**config.mk**
```make
export PLATFORM = sky130hd
export DESIGN_NAME = button_sequence_player
export DESIGN_NICKNAME = d
export VERILOG_FILES = /design/src/rtl/pw_defs.sv /design/src/rtl/button_sequence_player_phase_timer.sv /design/src/rtl/button_sequence_player.sv
export SDC_FILE = /design/constraint.sdc
export NUM_CORES = 1
export LEC_CHECK = 0
export BUFFER_PORTS_ARGS = -buffer_cell sky130_fd_sc_hd__buf_2
export CAP_MARGIN = 20
export CORE_AREA = 4 4 78 80
export CTS_CLUSTER_DIAMETER = 30
export CTS_CLUSTER_SIZE = 24
export DETAILED_ROUTE_END_ITERATION = 10
export DIE_AREA = 0 0 82 84
export PLACE_DENSITY = 0.82
export SLEW_MARGIN = 20
export SYNTH_ARGS = -nofsm -noshare
export SYNTH_HDL_FRONTEND = slang
export SYNTH_SLANG_ARGS = --single-unit
```
**constraint.sdc**
```tcl
create_clock -name clkin -period 2.3 [get_ports clkin]
set_clock_uncertainty 0.15 [all_clocks]
set_input_delay 0.345 -clock clkin [delete_from_list [all_inputs] [get_ports clkin]]
set_output_delay 0.345 -clock clkin [all_outputs]
set_load 0.02 [all_outputs]
```
**src/rtl/pw_defs.sv**
```systemverilog
// Definitions shared across the password-detection button path: FSM encoding,
// button bit positions and default timing derived from the debounce settle time.
package pw_defs;

  typedef enum logic [1:0] {
    IDLE  = 2'd0,
    PRESS = 2'd1,
    GAP   = 2'd2,
    DONE  = 2'd3
  } state_t;

  localparam int unsigned BTN_A = 0;
  localparam int unsigned BTN_B = 1;
  localparam int unsigned BTN_C = 2;
  localparam int unsigned BTN_D = 3;

  // Press and gap both comfortably exceed the debounce filter's settle window.
  localparam int unsigned DEBOUNCE_SETTLE_CYCLES = 250;
  localparam int unsigned DEFAULT_PRESS_CYCLES   = 4 * DEBOUNCE_SETTLE_CYCLES;
  localparam int unsigned DEFAULT_GAP_CYCLES     = 2 * DEBOUNCE_SETTLE_CYCLES;

  function automatic int unsigned counter_width(input int unsigned press, input int unsigned gap);
    int unsigned longest;
    int unsigned w;
    longest = (press > gap) ? press : gap;
    w = $clog2(longest);
    return (w < 1) ? 1 : w;
  endfunction

endpackage

```
**src/rtl/button_sequence_player_phase_timer.sv**
```systemverilog
// Loadable down counter timing the PRESS and GAP phases; holds at zero.
module phase_timer #(
  parameter int unsigned WIDTH = 8
) (
  input  logic             clkin,
  input  logic             reset,
  input  logic             load,
  input  logic [WIDTH-1:0] value,
  output logic             expired
);

  logic [WIDTH-1:0] count;

  always_ff @(posedge clkin) begin
    if (reset) begin
      count <= '0;
    end else if (load) begin
      count <= value;
    end else if (count != '0) begin
      count <= count - WIDTH'(1);
    end
  end

  assign expired = (count == '0);

endmodule

```
**src/rtl/button_sequence_player.sv**
```systemverilog
// Replays a latched sequence of button masks (chords allowed) onto four
// registered button lines, each press followed by an all-low gap.
module button_sequence_player
  import pw_defs::*;
#(
  parameter int unsigned PRESS_CYCLES = DEFAULT_PRESS_CYCLES,
  parameter int unsigned GAP_CYCLES   = DEFAULT_GAP_CYCLES,
  parameter int unsigned MAX_STEPS    = 8
) (
  input  logic                   clkin,
  input  logic                   reset,
  input  logic                   start,
  input  logic                   abort,
  input  logic [4*MAX_STEPS-1:0] seq_data,
  input  logic [3:0]             seq_len,
  output logic                   a_out,
  output logic                   b_out,
  output logic                   c_out,
  output logic                   d_out,
  output logic                   busy,
  output logic                   done,
  output logic [3:0]             step_idx
);

  localparam int unsigned    CW         = counter_width(PRESS_CYCLES, GAP_CYCLES);
  localparam logic [CW-1:0]  PRESS_LOAD = CW'(PRESS_CYCLES - 1);
  localparam logic [CW-1:0]  GAP_LOAD   = CW'(GAP_CYCLES - 1);
  localparam logic [3:0]     MAX_LEN    = 4'(MAX_STEPS);

  state_t                 state;
  logic [4*MAX_STEPS-1:0] seq_reg;
  logic [3:0]             len_reg;
  logic [3:0]             buttons;

  logic                   timer_load;
  logic [CW-1:0]          timer_value;
  logic                   expired;
  logic [3:0]             next_idx;
  logic [3:0]             next_mask;
  logic                   last_step;
  logic                   accept;

  phase_timer #(.WIDTH(CW)) u_timer (
    .clkin   (clkin),
    .reset   (reset),
    .load    (timer_load),
    .value   (timer_value),
    .expired (expired)
  );

  always_comb begin
    accept    = start && (seq_len != '0);
    next_idx  = step_idx + 4'd1;
    next_mask = seq_reg[4*next_idx +: 4];
    last_step = (step_idx == len_reg - 4'd1);
  end

  // Timer reloads exactly on the edge a phase begins, so phases abut with no dead cycles.
  always_comb begin
    timer_load  = 1'b0;
    timer_value = '0;
    unique case (state)
      IDLE: if (accept) begin
        timer_load  = 1'b1;
        timer_value = PRESS_LOAD;
      end
      PRESS: if (expired) begin
        timer_load  = 1'b1;
        timer_value = GAP_LOAD;
      end
      GAP: if (expired && !last_step) begin
        timer_load  = 1'b1;
        timer_value = PRESS_LOAD;
      end
      DONE: ;
    endcase
  end

  always_ff @(posedge clkin) begin
    if (reset) begin
      state    <= IDLE;
      seq_reg  <= '0;
      len_reg  <= '0;
      buttons  <= '0;
      busy     <= 1'b0;
      done     <= 1'b0;
      step_idx <= '0;
    end else begin
      done <= 1'b0;
      unique case (state)
        IDLE: begin
          if (accept) begin
            state    <= PRESS;
            seq_reg  <= seq_data;
            len_reg  <= (seq_len > MAX_LEN) ? MAX_LEN : seq_len;
            step_idx <= '0;
            buttons  <= seq_data[3:0];
            busy     <= 1'b1;
          end
        end
        PRESS: begin
          if (abort) begin
            state    <= IDLE;
            buttons  <= '0;
            busy     <= 1'b0;
            step_idx <= '0;
          end else if (expired) begin
            state   <= GAP;
            buttons <= '0;
          end
        end
        GAP: begin
          if (abort) begin
            state    <= IDLE;
            buttons  <= '0;
            busy     <= 1'b0;
            step_idx <= '0;
          end else if (expired) begin
            if (last_step) begin
              state    <= DONE;
              busy     <= 1'b0;
              done     <= 1'b1;
              step_idx <= '0;
            end else begin
              state    <= PRESS;
              step_idx <= next_idx;
              buttons  <= next_mask;
            end
          end
        end
        DONE: state <= IDLE;
      endcase
    end
  end

  assign a_out = buttons[BTN_A];
  assign b_out = buttons[BTN_B];
  assign c_out = buttons[BTN_C];
  assign d_out = buttons[BTN_D];

endmodule

```
# Yosys cells after proc, flatten, opt, wreduce, memory -nomap -nowiden
# Cells that the tools add are included.
# totals
ff_bits	58
inputBits	40
out_inout_bits	10
# op_classes
addsub	3
magnitude_cmp	1
n_bitwise	2
n_shift	1
n_reduce_logical	15
n_eq_ne	10
mux	38
# op_table
cell	n
4-bit 2-to-1 mux	12
10-bit 2-to-1 mux	4
32-bit by 7-bit variable part select with 4-bit output	1
10-bit case mux with 3 select lines	1
4-bit case mux with 3 select lines	2
2-bit 2-to-1 mux	6
3-bit inequality test (second input constant)	4
10-bit zero test	1
5-bit AND reduction	2
10-bit nonzero test	1
10-bit by 1-bit subtractor with 10-bit output (second input constant)	1
1-bit 2-to-1 mux	9
9-bit 2-to-1 mux	1
2-bit case mux with 4 select lines	1
1-bit case mux with 3 select lines	2
4-bit by 1-bit adder with 4-bit output (second input constant)	1
2-bit equality test (second input constant)	2
4-bit equality test	1
4-bit > comparator (second input constant)	1
2-bit inequality test (second input constant)	2
4-bit AND reduction	1
4-bit nonzero test	1
4-bit OR reduction	1
4-bit by 1-bit subtractor with 4-bit output (second input constant)	1
other kinds (9)	11

# Longest topological paths before layout
# Gate-level depths: netlist of the first run.
# depth
depth_word	7
depth_mapped	9

# Cells and area by module
# Synthesis of the first run repeated with hierarchy kept, for this count alone.
# hier_totals
hier_cells	354
area_unflattened_um2	2986.6
# by_module_without_submodules
mod	area_per_inst_um2	cells_per_inst	instances	seq_area_each_um2
button_sequence_player	2373.5	281	1	960.9
phase_timer	613.1	73	1	200.2

# Worst setup path after synthesis of the first run
# Ideal clock, no wire load.
# synth_path
path_kind	register to register
startpoint	register step_idx[0]
endpoint	register buttons[0]
path_stages_with_launch	8
t_required_ps	2031
slack_ps	156
arrival_time_ps	1875
setup_time_ps	119
synth_period_minus_slack_ps	2144
n_path_buf	1
path_cell_list	dfxtp_1 -> ha_1 -> buf_2 -> mux4_2 -> mux2i_1 -> o22ai_1 -> nor3_1 -> nor3_1
# synth_via
elab_chain_len	6
elab_cells_between_ends	9
# synth_rtl
item	line_no	source
start, declared	button_sequence_player.sv:22	output logic [3:0] step_idx
start signal, assigned	button_sequence_player.sv:126	step_idx <= next_idx;
4-bit by 1-bit adder with 4-bit output	button_sequence_player.sv:53	next_idx = step_idx + 4'd1;
32-bit by 7-bit variable part select with 4-bit output	button_sequence_player.sv:54	next_mask = seq_reg[4*next_idx +: 4];
4-bit 2-to-1 mux	button_sequence_player.sv:119	if (last_step) begin
4-bit 2-to-1 mux	button_sequence_player.sv:118	end else if (expired) begin
4-bit 2-to-1 mux	button_sequence_player.sv:113	if (abort) begin
4-bit case mux with 3 select lines	button_sequence_player.sv:90	unique case (state)
end signal, assigned	button_sequence_player.sv:97	buttons <= seq_data[3:0];
end signal, assigned	button_sequence_player.sv:127	buttons <= next_mask;
end, declared	button_sequence_player.sv:33	logic [3:0] buttons;
# Several ways; a longest one is shown, not always the timed one. The select of a mux whose other input is x is not followed.
# A chain may end at the register's enable or synchronous reset.

# Final worst setup path of the first run
# layout_path
startpoint	register u_timer.count[0]
endpoint	register state[0]
# layout_via
elab_chain_len	3
elab_cells_between_ends	4
# layout_rtl
item	line_no	source
start, declared	button_sequence_player_phase_timer.sv:12	logic [WIDTH-1:0] count;
start signal, assigned	button_sequence_player_phase_timer.sv:18	count <= value;
start signal, assigned	button_sequence_player_phase_timer.sv:20	count <= count - WIDTH'(1);
10-bit zero test (*)	button_sequence_player_phase_timer.sv:24	assign expired = (count == '0);
3-bit inequality test (no line)	--	
3-bit AND reduction (no line) (*)	--	
end signal, assigned	button_sequence_player.sv:81	state <= IDLE;
end signal, assigned	button_sequence_player.sv:93	state <= PRESS;
end signal, assigned	button_sequence_player.sv:103	state <= IDLE;
end, declared	button_sequence_player.sv:30	state_t state;
# Every way passes the cells marked *; elsewhere a longest branch is shown, timed or not.

==> impl_metrics.csv, run 1 <==
group,metric,value,unit
status,status,"complete, no violations",
floorplanning,initial_utilization,54.4,%
power_and_ir_drop,power_density,878,nW/µm²
drt,wl_met2,3.46,mm
drt,avgViaCountPerCell,5.64,
synthesis,synth_area,2940,µm²
global_routing,grt-ovfl-total,0,
placement,placed_cells,451,
drt,drc,0,
timing,period_minus_slack,2.15,ns
layout,drive_above_1_share,25.1,%
synthesis,ys_ff_latch,58,
layout,antenna_cells,0,
clock_tree,clock-sinks,58,
placement,gp_congestion,0.895,
synthesis,synth-edff-count,0,
timing,finalHoldViolations,0,
drt,post_drt_wl_per_cell,15.2,µm
placement,dp_hpwl,5.12,mm
global_routing,antenna_found_initial,0,
floorplanning,rows,27,
drt,wl_met3,478,µm
drt,postRouteAntennaNets,0,
timing,slew_viol_final,0,
placement,io_buffers,49,
synthesis,synth_ff_type,"dfxtp_1",
clock_tree,htreeDepth,3,
layout,nets,439,
placement,post_dp_cell_area,3250,µm²
layout,final_area,3500,µm²
timing,layout_setup_ws,0.154,ns
critical_path,path_class,"flip-flop to flip-flop",
synthesis,ys_seq_area_share,39.5,%
drt,first_pass_iters,5,
timing,relSlewSlack,63.5,%
timing,rsz0062_at_grt,"false",
clock_tree,post_cts_buffers,0,
timing,finalSetupTns,0,ns
synthesis,ys_async_sr_fraction,0,%
drt,num_vias,2632,
layout,largest_reg_flops,32,
drt,met1_length,2.97,mm
synthesis,synth_nets,387,
clock_tree,cts_resized,0,
layout,area_delta_synth_final,19.1,%
synthesis,synth_cell_types,50,
clock_tree,cts_hold_buf,0,
power_and_ir_drop,ir_drop,0.000528,V
drt,top_layer_used,"met4",
floorplanning,die_y,84,µm
placement,pre_cts_ws,0.156,ns
drt,drtIter0Drc,268,
power_and_ir_drop,leakage,1.45,nW
timing,max_slew.worst_pin.slew,0.547,ns
power_and_ir_drop,fin_total_pwr,0.00307,W
clock_tree,cts_tree,"built",
timing,setup_viol,0,
layout,final_cell_mix,"76 x nand2_1, 58 x dfxtp_1, 55 x a21oi_1, 49 x buf_2, 12 x inv_1",
floorplanning,die_area,6890,µm²
clock_tree,insertion_delay,0.34,ns
timing,timing.final.crit_share,93.3,%
clock_tree,cts_buffers,9,
hold_path,hold_class,"input pin to flip-flop",
global_routing,grt_pass1_vias,2515,
clock_tree,clk_path_buf_depth,2,
layout,final_common_cell,"nand2_1",
drt,finalWirelength,7.10,mm
clock_tree,cts-root-buf,"clkbuf_8",
critical_path,crit_path_start_kind,"flip-flop",
synthesis,avgSynthCellArea,8.70,µm²
run,maxCapViolations,0,
layout,stdcell_count,467,
floorplanning,core_area,5410,µm²
clock_tree,cts.clk_slew.worst_paths,0.07,ns
timing,fmax,466,MHz
floorplanning,die_x,82,µm
critical_path,worstPathMaxFanout,8,
critical_path,arrival,2.25,ns
critical_path,cp-end-kind,"flip-flop",
global_routing,grt_pass1_wl,11.7,mm
global_routing,track_usage,22.0,%
global_routing,grt_max_degree,34,
critical_path,required,2.40,ns
synthesis,yosysWarnings,0,
synthesis,syn_inst,338,
floorplanning,pin_count,50,
power breakdown:
group	total, W	switching, W	leakage (nW)	internal [W]
clock	0.00118	0.000401	0.129	0.000775
sequential	0.00122	0.0000985	0.477	0.00112
combinational	0.000683	0.000395	0.847	0.000288
through the flow:
stage / hold WS (ns) / utilization, %
after floorplan: 0.281 / -
after global placement: 0.291 / 60.1
after detailed placement: 0.296 / 60.1
after CTS: 0.0806 / 64.8
after global routing: 0.0821 / 64.8
final: 0.0890 / 64.8
cell usage after synthesis (6+ instances only):
cell type	count	area share, %
a21oi_1	55	9.4
dfxtp_1	58	39
nor2_1	12	1.5
mux4_2	8	6.1
nand2_1	76	9.7
nand3_1	6	1.0
nor3_1	11	1.9
ha_1	9	3.8
clkbuf_1	10	1.3
inv_1	12	1.5
xor2_1	7	2.1
cell type report:
cell class	instances	area (µm²)
Fill cell	471	1900
Clock buffer	11	151
Clock inverter	5	100
Multi-Input combinational cell	249	1630
Inverter	12	45.0
Tap cell	72	90.1
Timing Repair Buffer	60	328
Sequential cell	58	1160
per-layer routing:
layer	GRT usage, %	up-vias
met4	11.3	0
li1	-	1295
met2	34.5	113
met5	0	-
met3	4.00	17
met1	28.3	1207
logic make-up after synthesis:
kind of cell | Yosys count | synth area share (%)
adder cells (fa/ha/maj) | 9 | 3.83
flip-flops | 58 | 39.5
XOR/XNOR | 12 | 4.08
AND/OR/NAND/NOR | 132 | 21.7
buffers and inverters | 31 | 5.32
AO/OA/AOI/OAI | 83 | 17.7
multiplexers | 13 | 7.83
worst max-delay path, stage by stage, from the launching register on:
cell      delay (ns)
dfxtp_1         0.35
inv_1           0.10
ha_1            0.22
and2b_2         0.22
and3_1          0.29
o31ai_4         0.41
nor3_1          0.10
a211oi_1        0.22
path summary, 6_finish.rpt:
path / endpoint / startpoint / depth (start not counted) / slack (ns)
hold / removal: seq_reg[8] / seq_data[8] / 3 / 0.09
hold reg to reg: seq_reg[19] / seq_reg[19] / 2 / 0.31
setup reg to reg: state[0] / u_timer.count[0] / 7 / 0.15
setup / recovery: state[0] / u_timer.count[0] / 7 / 0.15
Note: power is estimated with default switching activity, not from simulation.
==> run 2: changes to the inputs <==
--- a/config.mk
+++ b/config.mk
@@ -5,14 +5,16 @@
 export SDC_FILE = /design/constraint.sdc
 export NUM_CORES = 1
 export LEC_CHECK = 0
-export BUFFER_PORTS_ARGS = -buffer_cell sky130_fd_sc_hd__buf_2
 export CAP_MARGIN = 20
-export CORE_AREA = 4 4 78 80
+export CORE_AREA = 4 4 76 78
 export CTS_CLUSTER_DIAMETER = 30
 export CTS_CLUSTER_SIZE = 24
 export DETAILED_ROUTE_END_ITERATION = 10
-export DIE_AREA = 0 0 82 84
-export PLACE_DENSITY = 0.82
+export DIE_AREA = 0 0 80 82
+export DONT_BUFFER_PORTS = 1
+export PLACE_DENSITY = 0.77
+export RECOVER_POWER = 50
+export SKIP_CTS_REPAIR_TIMING = 1
 export SLEW_MARGIN = 20
 export SYNTH_ARGS = -nofsm -noshare
 export SYNTH_HDL_FRONTEND = slang
==> run 2 against run 1 <==
Against the previous run:
- the run now ends with hold timing left
- via count is 8.1% lower
- clock power is 5% lower
- count of clock-buffer cells in the layout is 1 lower
- register-to-register slack hardly changed
- critical path type unchanged
- hold slack worse by 0.096 ns
- sequential share of layout area is 1.7 points higher
- critical path depth stayed put
- fmax is 0.62% lower
- cell area is 4.9% lower
- non-clock buffer count is 42 lower
==> impl_metrics.csv, run 2 (synthesis gave the netlist of run 1 again) <==
group,metric,value,unit
layout,largest_reg_flops,32,
power_and_ir_drop,fin_total_pwr,0.00296,W
placement,pre_cts_ws,0.136,ns
timing,timing.final.crit_share,93.9,%
clock_tree,cts-root-buf,"clkbuf_8",
run,maxCapViolations,0,
status,violations,"hold timing",
drt,avgViaCountPerCell,5.72,
critical_path,crit_start,"step_idx[0]",
critical_path,required,2.36,ns
floorplanning,die_area,6560,µm²
layout,drive_above_1_share,13.6,%
timing,fmax,463,MHz
critical_path,worstPathMaxFanout,9,
timing,finalHoldViolations,6,
power_and_ir_drop,power_density,890,nW/µm²
hold_path,hold_class,"input pin to flip-flop",
clock_tree,cts_buffers,9,
clock_tree,insertion_delay,0.33,ns
critical_path,cp-end-kind,"flip-flop",
clock_tree,clock-sinks,58,
layout,area_delta_synth_final,13.2,%
drt,drc,0,
timing,period_minus_slack,2.16,ns
clock_tree,cts_tree,"built",
global_routing,grt-ovfl-total,0,
layout,multiInputGateArea,1640,µm²
floorplanning,die_x,80,µm
global_routing,antenna_found_initial,0,
clock_tree,clk_path_buf_depth,2,
floorplanning,rows,26,
global_routing,grt_pass1_vias,2394,
critical_path,crit_path_start_kind,"flip-flop",
layout,final_common_cell,"nand2_1",
critical_path,arrival,2.22,ns
drt,first_pass_iters,4,
placement,io_buffers,0,
layout,stdcell_count,423,
clock_tree,htreeDepth,3,
layout,nets,397,
power_and_ir_drop,ir_drop,0.000521,V
drt,post_drt_wl_per_cell,16.2,µm
drt,drtIter0Drc,227,
timing,slew_viol_final,0,
global_routing,grt_max_degree,59,
critical_path,path_class,"flip-flop to flip-flop",
drt,num_vias,2419,
floorplanning,pin_count,50,
placement,dp_hpwl,4.66,mm
clock_tree,cts.clk_slew.worst_paths,0.07,ns
floorplanning,die_y,82,µm
status,status,"finished, violations left",
drt,finalWirelength,6.87,mm
timing,setup_viol,0,
timing,whs,-0.00690,ns
hold_path,hold_start,"seq_data[23]",
floorplanning,core_area,5070,µm²
critical_path,timing.rr.start,"step_idx[0]",
global_routing,track_usage,22.3,%
placement,gp_congestion,0.866,
power_and_ir_drop,leakage,1.27,nW
layout,antenna_cells,0,
global_routing,grt_pass1_wl,11.2,mm
drt,postRouteAntennaNets,0,
floorplanning,initial_utilization,58.0,%
layout,regArea,1160,µm²
layout,fill_cells,449,
timing,layout_setup_ws,0.141,ns
timing,max_slew.worst_pin.slew,0.633,ns
timing,relSlewSlack,57.8,%
layout,final_cell_mix,"76 x nand2_1, 58 x dfxtp_1, 55 x a21oi_1, 12 x inv_1, 11 x nor2_1",
placement,placed_cells,398,
[run 2: report_power, final]
| part | leakage, nW | internal (W) | total, W | switching (W) |
|---|---|---|---|---|
| Sequential | 0.477 | 0.00112 | 0.00123 | 0.000116 |
| Combinational | 0.672 | 0.000261 | 0.000613 | 0.000352 |
| Clock | 0.120 | 0.000714 | 0.00112 | 0.000403 |
| Total | 1.27 | 0.00209 | 0.00296 | 0.000871 |
[run 2: worst paths after layout]
kind,depth (start not counted),to,slack (ns)
worst min register to register,2,seq_reg[19],0.30
worst max register to register,7,buttons[0],0.14
worst min-delay path,2,seq_reg[23],-0.007
worst max-delay path,7,buttons[0],0.14
[run 2: worst max-delay path: stages, from the launching register on]
cell and delay, ns:
dfxtp_1 0.31, ha_1 0.27, buf_4 0.21, mux4_2 0.54, mux2i_1 0.17, o22ai_1 0.12
nor3_2 0.18, nor3_1 0.08
[run 2: stage by stage]
step	instance area [µm²]	setup TNS (ns)	utilization, %
finish	3330	0	65.6
global route	3330	-0.00423	65.6
CTS	3220	0	63.5
detailed placement	2990	0	58.9
global placement	2990	0	58.9
floorplan	2940	0	-
[run 2: cell type report]
cell class	instances	area share [%]
multi-input cells	249	49.2
flip-flops and latches	58	34.9
repair buffers	18	4.96
clock buffers	10	3.83
clock inverters	6	3.16
well taps	70	2.63
inverters	12	1.35
[run 2: per-layer routing]
layer  vias to the layer above  track usage, %  part of all wire (%)
met1                      1127            28.2                    43
li1                       1208               -                     -
met5                         -               0                     0
met3                         8            5.37                   6.6
met4                         0            9.80                   1.3
met2                        76            36.4                    49
